### src/rtl/memshare_bank_issue_ctrl_if.sv
// Batch and column-bank handshake bundle for one shared-bank requestor group.
// The master drives batches and bank_ready; the slave issues to the bank.
interface memshare_bank_issue_ctrl_if #(
  parameter int GRP_SIZE = 4,
  parameter int BITWIDTH = 3,
  parameter int CNT_W    = 3
);
  logic                         batch_valid;
  logic                         batch_ready;
  logic [GRP_SIZE-1:0]          rqst_valid;
  logic [GRP_SIZE*BITWIDTH-1:0] rqst_in;
  logic                         bank_rd_en;
  logic [BITWIDTH-1:0]          bank_addr;
  logic [1:0]                   bank_rqst_id;
  logic                         bank_ready;
  logic [CNT_W-1:0]             pend_cnt;
  logic                         stall;
  logic                         batch_done;

  modport master (
    output batch_valid, rqst_valid, rqst_in, bank_ready,
    input  batch_ready, bank_rd_en, bank_addr, bank_rqst_id,
    input  pend_cnt, stall, batch_done
  );

  modport slave (
    input  batch_valid, rqst_valid, rqst_in, bank_ready,
    output batch_ready, bank_rd_en, bank_addr, bank_rqst_id,
    output pend_cnt, stall, batch_done
  );
endinterface

### src/rtl/memshare_bank_issue_ctrl.sv
// Compacts a batch of valid row requests into a queue and issues
// them one per accepted cycle to a shared column bank.
module memshare_bank_issue_ctrl #(
  parameter int GRP_SIZE = 4,
  parameter int BITWIDTH = 3,
  parameter int CNT_W    = 3
) (
  input logic sys_clk,
  input logic rstn,
  memshare_bank_issue_ctrl_if.slave bus
);

  localparam logic [0:0] IDLE  = 1'b0;
  localparam logic [0:0] ISSUE = 1'b1;

  typedef logic [GRP_SIZE-1:0][BITWIDTH-1:0] slot_a_t;
  typedef logic [GRP_SIZE-1:0][1:0]          slot_i_t;

  logic [0:0]       state_q, state_d;
  logic [CNT_W-1:0] cnt_q, cnt_d;
  slot_a_t          addr_q, addr_d;
  slot_i_t          id_q, id_d;
  logic             done_q, done_d;

  slot_a_t          cmp_addr;
  slot_i_t          cmp_id;
  logic [CNT_W-1:0] cmp_n;

  logic rd_en;
  logic ready;
  logic accept;
  logic issue;

  // Handshake qualifiers; ready opens on the last issuing cycle.
  always_comb begin
    rd_en  = (cnt_q != '0);
    ready  = (state_q == IDLE) |
             ((state_q == ISSUE) &
              (cnt_q == CNT_W'(1)) & bus.bank_ready);
    accept = bus.batch_valid & ready;
    issue  = rd_en & bus.bank_ready;
  end

  // Pack valid requests into ascending slots; unused slots read 0.
  always_comb begin
    int c;
    cmp_addr = '0;
    cmp_id   = '0;
    cmp_n    = '0;
    c        = 0;
    for (int k = 0; k < GRP_SIZE; k++) begin
      cmp_n = cmp_n + CNT_W'(bus.rqst_valid[k]);
    end
    for (int j = 0; j < GRP_SIZE; j++) begin
      c = 0;
      for (int k = 0; k < GRP_SIZE; k++) begin
        if (bus.rqst_valid[k]) begin
          if (c == j) begin
            cmp_addr[j] = bus.rqst_in[k*BITWIDTH +: BITWIDTH];
            cmp_id[j]   = 2'(k);
          end
          c = c + 1;
        end
      end
    end
  end

  // Next state: shift on issue, then a new batch overrides the queue.
  always_comb begin
    addr_d = addr_q;
    id_d   = id_q;
    cnt_d  = cnt_q;
    done_d = 1'b0;
    if (issue) begin
      for (int j = 0; j < GRP_SIZE - 1; j++) begin
        addr_d[j] = addr_q[j+1];
        id_d[j]   = id_q[j+1];
      end
      addr_d[GRP_SIZE-1] = '0;
      id_d[GRP_SIZE-1]   = '0;
      cnt_d              = cnt_q - CNT_W'(1);
      done_d             = (cnt_q == CNT_W'(1));
    end
    if (accept) begin
      addr_d = cmp_addr;
      id_d   = cmp_id;
      cnt_d  = cmp_n;
      if (cmp_n == '0) begin
        done_d = 1'b1;
      end
    end
    state_d = (cnt_d != '0) ? ISSUE : IDLE;
  end

  // State registers with asynchronous clear.
  always_ff @(posedge sys_clk or negedge rstn) begin
    if (!rstn) begin
      state_q <= IDLE;
      cnt_q   <= '0;
      addr_q  <= '0;
      id_q    <= '0;
      done_q  <= 1'b0;
    end else begin
      state_q <= state_d;
      cnt_q   <= cnt_d;
      addr_q  <= addr_d;
      id_q    <= id_d;
      done_q  <= done_d;
    end
  end

  // Outputs: head slot and counters come straight from registers.
  always_comb begin
    bus.batch_ready  = ready;
    bus.stall        = bus.batch_valid & ~ready;
    bus.bank_rd_en   = rd_en;
    bus.bank_addr    = addr_q[0];
    bus.bank_rqst_id = id_q[0];
    bus.pend_cnt     = cnt_q;
    bus.batch_done   = done_q;
  end

endmodule

### src/flat_wrapper.sv
// flat-port wrapper written by rule: the top's interface ports become plain ports
module memshare_bank_issue_ctrl_flat 
#(
  parameter int GRP_SIZE = 4,
  parameter int BITWIDTH = 3,
  parameter int CNT_W    = 3
)
  (sys_clk, rstn, bus_batch_valid, bus_rqst_valid, bus_rqst_in, bus_bank_ready, bus_batch_ready, bus_bank_rd_en, bus_bank_addr, bus_bank_rqst_id, bus_pend_cnt, bus_stall, bus_batch_done);
  memshare_bank_issue_ctrl_if #(.GRP_SIZE(GRP_SIZE), .BITWIDTH(BITWIDTH), .CNT_W(CNT_W)) bus_i ();
  input logic sys_clk;
  input logic rstn;
  input wire logic [$bits(bus_i.batch_valid)-1:0] bus_batch_valid;
  input wire logic [$bits(bus_i.rqst_valid)-1:0] bus_rqst_valid;
  input wire logic [$bits(bus_i.rqst_in)-1:0] bus_rqst_in;
  input wire logic [$bits(bus_i.bank_ready)-1:0] bus_bank_ready;
  output wire logic [$bits(bus_i.batch_ready)-1:0] bus_batch_ready;
  output wire logic [$bits(bus_i.bank_rd_en)-1:0] bus_bank_rd_en;
  output wire logic [$bits(bus_i.bank_addr)-1:0] bus_bank_addr;
  output wire logic [$bits(bus_i.bank_rqst_id)-1:0] bus_bank_rqst_id;
  output wire logic [$bits(bus_i.pend_cnt)-1:0] bus_pend_cnt;
  output wire logic [$bits(bus_i.stall)-1:0] bus_stall;
  output wire logic [$bits(bus_i.batch_done)-1:0] bus_batch_done;
  assign bus_i.batch_valid = bus_batch_valid;
  assign bus_i.rqst_valid = bus_rqst_valid;
  assign bus_i.rqst_in = bus_rqst_in;
  assign bus_i.bank_ready = bus_bank_ready;
  assign bus_batch_ready = bus_i.batch_ready;
  assign bus_bank_rd_en = bus_i.bank_rd_en;
  assign bus_bank_addr = bus_i.bank_addr;
  assign bus_bank_rqst_id = bus_i.bank_rqst_id;
  assign bus_pend_cnt = bus_i.pend_cnt;
  assign bus_stall = bus_i.stall;
  assign bus_batch_done = bus_i.batch_done;
  memshare_bank_issue_ctrl #(.GRP_SIZE(GRP_SIZE), .BITWIDTH(BITWIDTH), .CNT_W(CNT_W)) u_core (.sys_clk(sys_clk), .rstn(rstn), .bus(bus_i));
endmodule
### config.mk
export PLATFORM = sky130hd
export DESIGN_NAME = memshare_bank_issue_ctrl_flat
export DESIGN_NICKNAME = d
export VERILOG_FILES = /design/src/rtl/memshare_bank_issue_ctrl_if.sv /design/src/rtl/memshare_bank_issue_ctrl.sv /design/src/flat_wrapper.sv
export SDC_FILE = /design/constraint.sdc
export NUM_CORES = 1
export LEC_CHECK = 0
export CORE_MARGIN = 2
export CORE_UTILIZATION = 45
export DETAILED_ROUTE_END_ITERATION = 16
export PLACE_DENSITY = 0.73
export SLEW_MARGIN = 40
export SYNTH_ARGS = -nofsm -noshare
export SYNTH_HDL_FRONTEND = slang
export SYNTH_SLANG_ARGS = --single-unit
### constraint.sdc
create_clock -name sys_clk -period 1.7 [get_ports sys_clk]
set_input_delay 0.34 -clock sys_clk [delete_from_list [all_inputs] [get_ports sys_clk]]
set_output_delay 0.34 -clock sys_clk [all_outputs]
set_load 0.01 [all_outputs]
==> summary.md, run 1 <==
| Metric | Value |
|---|---|
| Outcome | `finished with violations` |
| Violated checks | `negative setup slack` |
| Vias in the first global route | `1,746` |
| Largest net degree at the start of global routing | `26` |
| Compound-Gate Fraction of Synth Area | `0.247` |
| Yosys cell types | `40` |
| H-tree depth | `1` |
| DR pass1 iterations | `5` |
| Met3 wire len | `270 um` |
| # DRC | `0` |
| Gr usage total | `0.242` |
| Tmin final | `1.81 ns` |
| Number of synthesized flops with an enable pin | `0` |
| Initial Utilization | `0.471` |
| FF-to-FF path depth | `7` |
| Layout cells sized above 1 | `0.352` |
| Routed length per instance | `about 18 um` |
| PD cells | `roughly 1200 mW/mm2` |
| Top_reg_cell synth | `dfrtp_1` |
| Worst reg2reg startpoint | `u_core.bus.pend_cnt[1]` |
| Post-Syn Instances | `190` |
| Clock slew at reported path FFs | `0.10 ns` |
| Worst-Margin Slew | `0.465 ns` |
| Most frequent cells in the layout | `buf_4 (35), nand2_1 (30), clkdlybuf4s50_1 (24), dfrtp_1 (24)` |
| Final WL | `5300 um` |
| Mux contribution to synthesized area | `0.0580` |
| Synth Cell Area | `0.00173 mm2` |
| Antenna violations before repair | `0` |
| Detailed-placement wirelength estimate | `3880 um` |
| Data required, critical path | `1.90 ns` |
| Register area | `627 um2` |
| Combinational family with the most area after synthesis | `compound AO/OA/AOI/OAI gates` |
| Fin. max-slew vios | `0` |
| Fill cells | `256` |
| Clock latency at the later pin of the worst-skew pair | `0.27 ns` |
| Routed metal-1 wirelength | `2300 um` |
| Worst slack, placed | `-0.882 ns` |
| Leak | `0.00116 uW` |
| Final Skew | `0.00770 ns` |
| # clock sinks | `25` |
| ANT cells | `0` |
| Max Clock Freq | `about 0.55 GHz` |
| CTS buffer count | `3` |
| Worst Setup End Kind | `flip-flop` |
| Worst hold path type | `in2async` |
| Global-route wire length before repair | `8040 um` |
| Startpoint Class | `input pin` |
| Critical path data arrival time | `2.01 ns` |
| Avg Cell Area, Syn | `9.08 um2` |
| Post-Synth Adder-Cell Area | `0.0812` |
| Synth async-reset ratio | `1.00` |
| Chip Height | `65.9 um` |
| Max Cap Viol | `0` |
| R2r setup slk | `-0.01 ns` |
| Commonest non-fill, non-tap cell in the layout | `buf_4` |
| Area of the multi-input gates | `between 0.001 and 0.0015 mm2` |
| R2R Path End | `u_core.state_q` |
| Detail Route met2 WL | `2650 um` |
| Synth Area in Simple Gates | `0.174` |
| Final-stage net count | `284` |
| Total core area | `0.00366 mm2` |
| Via density | `5.96` |
| Final RePlAce weighted congestion | `0.912` |
| Setup CP Type | `in2reg` |
| Area delta synth->final | `50.3%` |
| Final core utilization | `0.708` |
| Final setup viols | `6` |
| Die width | `65.9 um` |
| Yosys warns | `0` |
| Power, Total | `3210 uW` |
| Yosys reg bits | `25` |
| Peak supply drop | `0.000893 V` |
| Die area | `0.00435 mm2` |
| Syn nets | `220` |
| Clock buffer depth | `2` |
| Post-Synth XOR/XNOR Area | `0.00508` |
| Worst slew margin | `0.689` |
| I/O pin cnt | `32` |
| PortBufs | `31` |
| RSZ-0062 raised after global routing | `true` |
| Final Hold Viols | `0` |
| Post-synthesis sequential area ratio | `0.363` |
| Final worst slack | `-0.109 ns` |
| Via Count | `around 1,800` |
| Clock Tree Root | `clkbuf_8` |
| Top Metal Used | `met4` |
| CTS tree | `done` |
| Antenna-violating nets left | `0` |
| Hold WS | `0.422 ns` |
| Part of the cycle the worst path needs | `1.06` |
| Total grt overflow | `0` |
| Iteration-0 DRC Markers | `143` |
| Std-Cell Rows | `22` |
| CP Max Fanout | `4` |
[area by class of cell]
cell class,instances,share of cell area
clock buffers,3,0.0159
flip-flops and latches,25,0.242
repair buffers,73,0.254
inverters,10,0.0174
well taps,48,0.0232
multi-input cells,141,0.445
clock inverters,1,0.00290
[layer usage]
| layer | up-vias | track usage |
|---|---|---|
| met5 | - | 0 |
| met4 | 0 | 0.0807 |
| met3 | 10 | 0.0290 |
| met2 | 73 | 0.418 |
| met1 | 887 | 0.311 |
| li1 | 823 | - |
[kinds of logic (layout without fill, tap and decap cells)]
| family | count (synthesis) | in the layout |
|---|---|---|
| xor+xnor | 1 | 1 |
| compound gates | 59 | 59 |
| mux | 10 | 10 |
| buf+inv | 24 | 87 |
| fa+ha+maj | 10 | 10 |
| simple gates | 61 | 61 |
| flops | 25 | 25 |
[how the worst max path moves through the flow]
stage / depth (start not counted) / endpoint / start / slack (ns)
2_1_floorplan: 7 / u_core.state_q / bus_rqst_valid[1] / -0.25
5_1_grt: 8 / u_core.bus.bank_rqst_id[1] / bus_rqst_valid[0] / -0.14
6_report: 8 / u_core.bus.bank_rqst_id[1] / bus_rqst_valid[0] / -0.11
4_1_cts: 8 / u_core.state_q / bus_rqst_valid[0] / -0.06
3_3_place_gp: 8 / u_core.state_q / bus_rqst_valid[1] / -0.81
3_5_place_dp: 8 / u_core.state_q / bus_rqst_valid[1] / -0.88
[flip-flops by register name, indices dropped and copies added, names as in the netlist]
| register | count |
|---|---|
| u_core.bus.pend_cnt | 3 |
| u_core.id_q | 6 |
| u_core.bus.batch_done | 1 |
| u_core.state_q | 1 |
| u_core.bus.bank_addr | 3 |
| u_core.addr_q | 9 |
| u_core.bus.bank_rqst_id | 2 |
[cells in the mapped netlist (all sizes together) (2+ instances only)]
cell	instances	area [um2]
nand2	31	119
dfrtp	25	626
buf	12	78.8
a21oi	11	62.6
inv	10	37.5
mux2i	10	100
o211ai	9	67.6
and3	8	50.1
ha	8	100
a31oi	7	43.8
a32oi	6	52.6
nor3	6	30.0
o21ai	6	30.0
nor2	5	18.8
a21o	3	22.5
a221o	3	30.0
a221oi	3	26.3
nor2b	3	18.8
o22ai	3	18.8
and2	2	12.5
clkbuf	2	7.51
fa	2	40.0
nand2b	2	12.5
nand3b	2	27.5
o211a	2	20.0
[critical path, cell delays in order]
cell and delay (ns):
buf_8 0.08, clkinvlp_4 0.10, buf_6 0.14, fa_2 0.61
and2_4 0.18, o211ai_1 0.21, and3_1 0.22, a31oi_1 0.13
[what timing repair did]
item                                    in CTS  in global routing
gates resized for setup                     42                 22
pin swaps                                   11                 13
buffers inserted                             4                  0
hold buffers                                 0                  0
endpoints found under the setup margin      28                 16
[power by group]
part	leakage (uW)	total [uW]	switching, uW	internal, uW
Clock	0.0000217	371	204	166
Sequential	0.000323	940	138	802
Combinational	0.000818	1900	895	1000
[per-stage QoR]
stage	area, um2	TNS (ns)	std cells
floorplan	1780	-0.551	190
global placement	2370	-16.73	293
detailed placement	2370	-18.19	293
CTS	2500	-0.0772	301
global route	2590	-0.557	301
finish	2590	-0.298	301
Note: power is estimated with default switching activity, not from simulation.
==> inputs of run 2 (changes only) <==
CORE_ASPECT_RATIO = 1.25   (was default)
PLACE_DENSITY = 0.85   (was 0.73)
SLEW_MARGIN = 25   (was 40)
==> run 2 against run 1 <==
The flow still finishes with violations (negative setup slack). Non-clock buffer count rose by 12. Count of clock-buffer cells in the layout rose by 1. Clock power fell by 2%. Setup slack got worse by 0.0014 ns. Via count rose by 4.1%. Largest cell class unchanged.
==> summary.md, run 2 (same netlist as run 1, synthesis figures left out) <==
| Metric | Value |
|---|---|
| Final Non-Filler Cells | `305 (+1.3%)` |
| Violated checks | `negative setup slack` |
| Clock latency at the later pin of the worst-skew pair | `0.27 ns (about the same)` |
| H-tree depth | `1 (unchanged)` |
| Detailed-placement wirelength estimate | `3640 um (-6.1%)` |
| Max reg flops | `9 (unchanged)` |
| RSZ-0062 raised after global routing | `true` |
| Tmin final | `1.81 ns (+0.00137 ns)` |
| Final-stage net count | `296 (+4.2%)` |
| Gr usage total | `0.248 (+0.00635)` |
| I/O pin cnt | `32 (unchanged)` |
| Worst hold path type | `in2async` |
| ANT cells | `0 (unchanged)` |
| Final setup viols | `3 (-3)` |
| Initial Utilization | `0.464 (-0.00776)` |
| Final Hold Viols | `0 (unchanged)` |
| Worst-Margin Slew | `0.370 ns (-0.0947 ns)` |
| R2r setup slk | `-0.05 ns (-0.04 ns)` |
| Final WL | `5810 um (+9.6%)` |
| Regs by FF count | `u_core.addr_q x9, u_core.id_q x6` |
| Final RePlAce weighted congestion | `0.856 (-6.2%)` |
| Worst slack, placed | `-0.889 ns (-0.00702 ns)` |
| Total grt overflow | `0 (unchanged)` |
| Max Clock Freq | `0.552 GHz (about the same)` |
| Iteration-0 DRC Markers | `149 (+4.2%)` |
| Part of the cycle the worst path needs | `1.07 (about the same)` |
| Final Skew | `0.00599 ns (-0.00171 ns)` |
| R2R Path End | `u_core.state_q` |
| Std-Cell Rows | `25 (+14%)` |
| Hold WS | `0.422 ns (-0.000277 ns)` |
| Power, Total | `3460 uW (+7.9%)` |
| Chip Height | `73.2 um (+11%)` |
| Die area | `0.00435 mm2 (about the same)` |
| Setup TNS Final | `-0.197 ns (+0.101 ns)` |
| Global-route wire length before repair | `8200 um (+2.0%)` |
| Data required, critical path | `1.86 ns (-0.04 ns)` |
| Startpoint Class | `input pin` |
| Die width | `59.4 um (-9.9%)` |
| DR pass1 iterations | `5 (unchanged)` |
| # DRC | `0 (unchanged)` |
| Clock slew at reported path FFs | `0.09 ns (about the same)` |
| Via Count | `1,866 (+4.1%)` |
| Setup CP Type | `in2reg` |
| Hold_buf cts | `0 (unchanged)` |
| Routed length per instance | `19.1 um (+8.1%)` |
| Critical path data arrival time | `1.97 ns (-0.04 ns)` |
| Leak | `0.00124 uW (+6.7%)` |
| Clock buffer depth | `2 (unchanged)` |
| Peak supply drop | `0.000721 V (-19%)` |
| FF-to-FF path depth | `7 (unchanged)` |
| Largest net degree at the start of global routing | `26 (unchanged)` |
| CTS buffer count | `3 (unchanged)` |
| Clock Tree Root | `clkbuf_8` |
| Fin. max-slew vios | `0 (unchanged)` |
| Worst Setup End Kind | `flip-flop` |
| Register area | `626 um2 (-0.20%)` |
| Largest Register | `u_core.addr_q` |
| # clock sinks | `25 (unchanged)` |
| Commonest non-fill, non-tap cell in the layout | `buf_4` |
| Outcome | `finished with violations` |
| Via density | `6.12 (+2.7%)` |
| PortBufs | `31 (unchanged)` |
| CTS tree | `done` |
| Final worst slack | `-0.111 ns (-0.00137 ns)` |
| Worst reg2reg startpoint | `u_core.bus.pend_cnt[1]` |
| Area delta synth->final | `57.8%` |
| Max Cap Viol | `0 (unchanged)` |
| PD cells | `1270 mW/mm2 (+2.8%)` |
| Fill cells | `243 (-5.1%)` |
| Antenna-violating nets left | `0 (unchanged)` |
| Most frequent cells in the layout | `buf_4 (43), nand2_1 (29), dfrtp_1 (25)` |
| Layout cells sized above 1 | `0.377 (+0.0256)` |
| Vias in the first global route | `1,816 (+4.0%)` |
| Worst slew margin | `0.752 (+0.0632)` |
| Area of the multi-input gates | `0.00117 mm2 (+1.3%)` |
| Inst Count DP | `293 (unchanged)` |
| Antenna violations before repair | `0 (unchanged)` |
| CP Max Fanout | `2 (-2)` |
| Total core area | `0.00372 mm2 (+1.7%)` |
[run 2: cell count changes in the layout (fill, tap and decap cells not counted), moves of 2 or more]
cell	before	now
o21ai_0	5	3
buf_6	5	7
a32oi_2	3	0
o21ai_1	0	3
a32oi_1	3	6
and3_1	7	5
buf_4	35	43
and3_4	1	3
[run 2: final cells by class]
cell class,instances,share of cell area
clock buffers,4,0.0165
well taps,40,0.0184
multi-input cells,141,0.429
flip-flops and latches,25,0.230
inverters,10,0.0165
repair buffers,85,0.290
[run 2: where the power goes]
group,leakage (uW),switching (uW),internal [uW],total [uW]
Clock,0.0000228,195,168,363
Sequential,0.000324,150,799,949
Combinational,0.000894,970,1180,2150
[run 2: critical path: stages]
cell,delay [ns]
buf_8,0.08
clkinvlp_4,0.11
ha_4,0.27
fa_2,0.35
ha_4,0.23
a211oi_2,0.14
a31oi_1,0.08
or3_1,0.37
[run 2: per-layer routing]
layer	track usage	share of wire
met1	0.313	0.41
met2	0.414	0.49
met3	0.0301	0.063
met4	0.116	0.039
met5	0	0
[run 2: worst max-delay path by stage]
stage	from	end	slack, ns	depth (start not counted)
2_1_floorplan	bus_rqst_valid[1]	u_core.state_q	-0.25	7
3_3_place_gp	bus_rqst_valid[1]	u_core.state_q	-0.82	8
3_5_place_dp	bus_rqst_valid[1]	u_core.state_q	-0.89	8
4_1_cts	bus_rqst_valid[0]	u_core.state_q	-0.12	8
5_1_grt	bus_rqst_valid[1]	u_core.state_q	-0.15	8
6_report	bus_rqst_valid[1]	u_core.state_q	-0.11	8
[run 2: repair_timing]
action / 4_1_cts / 5_1_grt
endpoints found under the setup margin: 29 / 21
pin swaps: 7 / 10
resized for setup: 38 / 32
gates cloned: 0 / 1
buffers inserted: 3 / 4
[run 2: metrics by stage]
step,util,cell area [um2]
6_report,0.731,2720
5_1_grt,0.731,2720
4_1_cts,0.684,2540
3_5_place_dp,0.653,2430
3_3_place_gp,0.653,2430
2_1_floorplan,-,1780
==> inputs of run 3 (changes only) <==
GPL_ROUTABILITY_DRIVEN = 0   (was default)
==> results of run 3 <==
Final layout, timing and power as in run 2 (identical DEF).
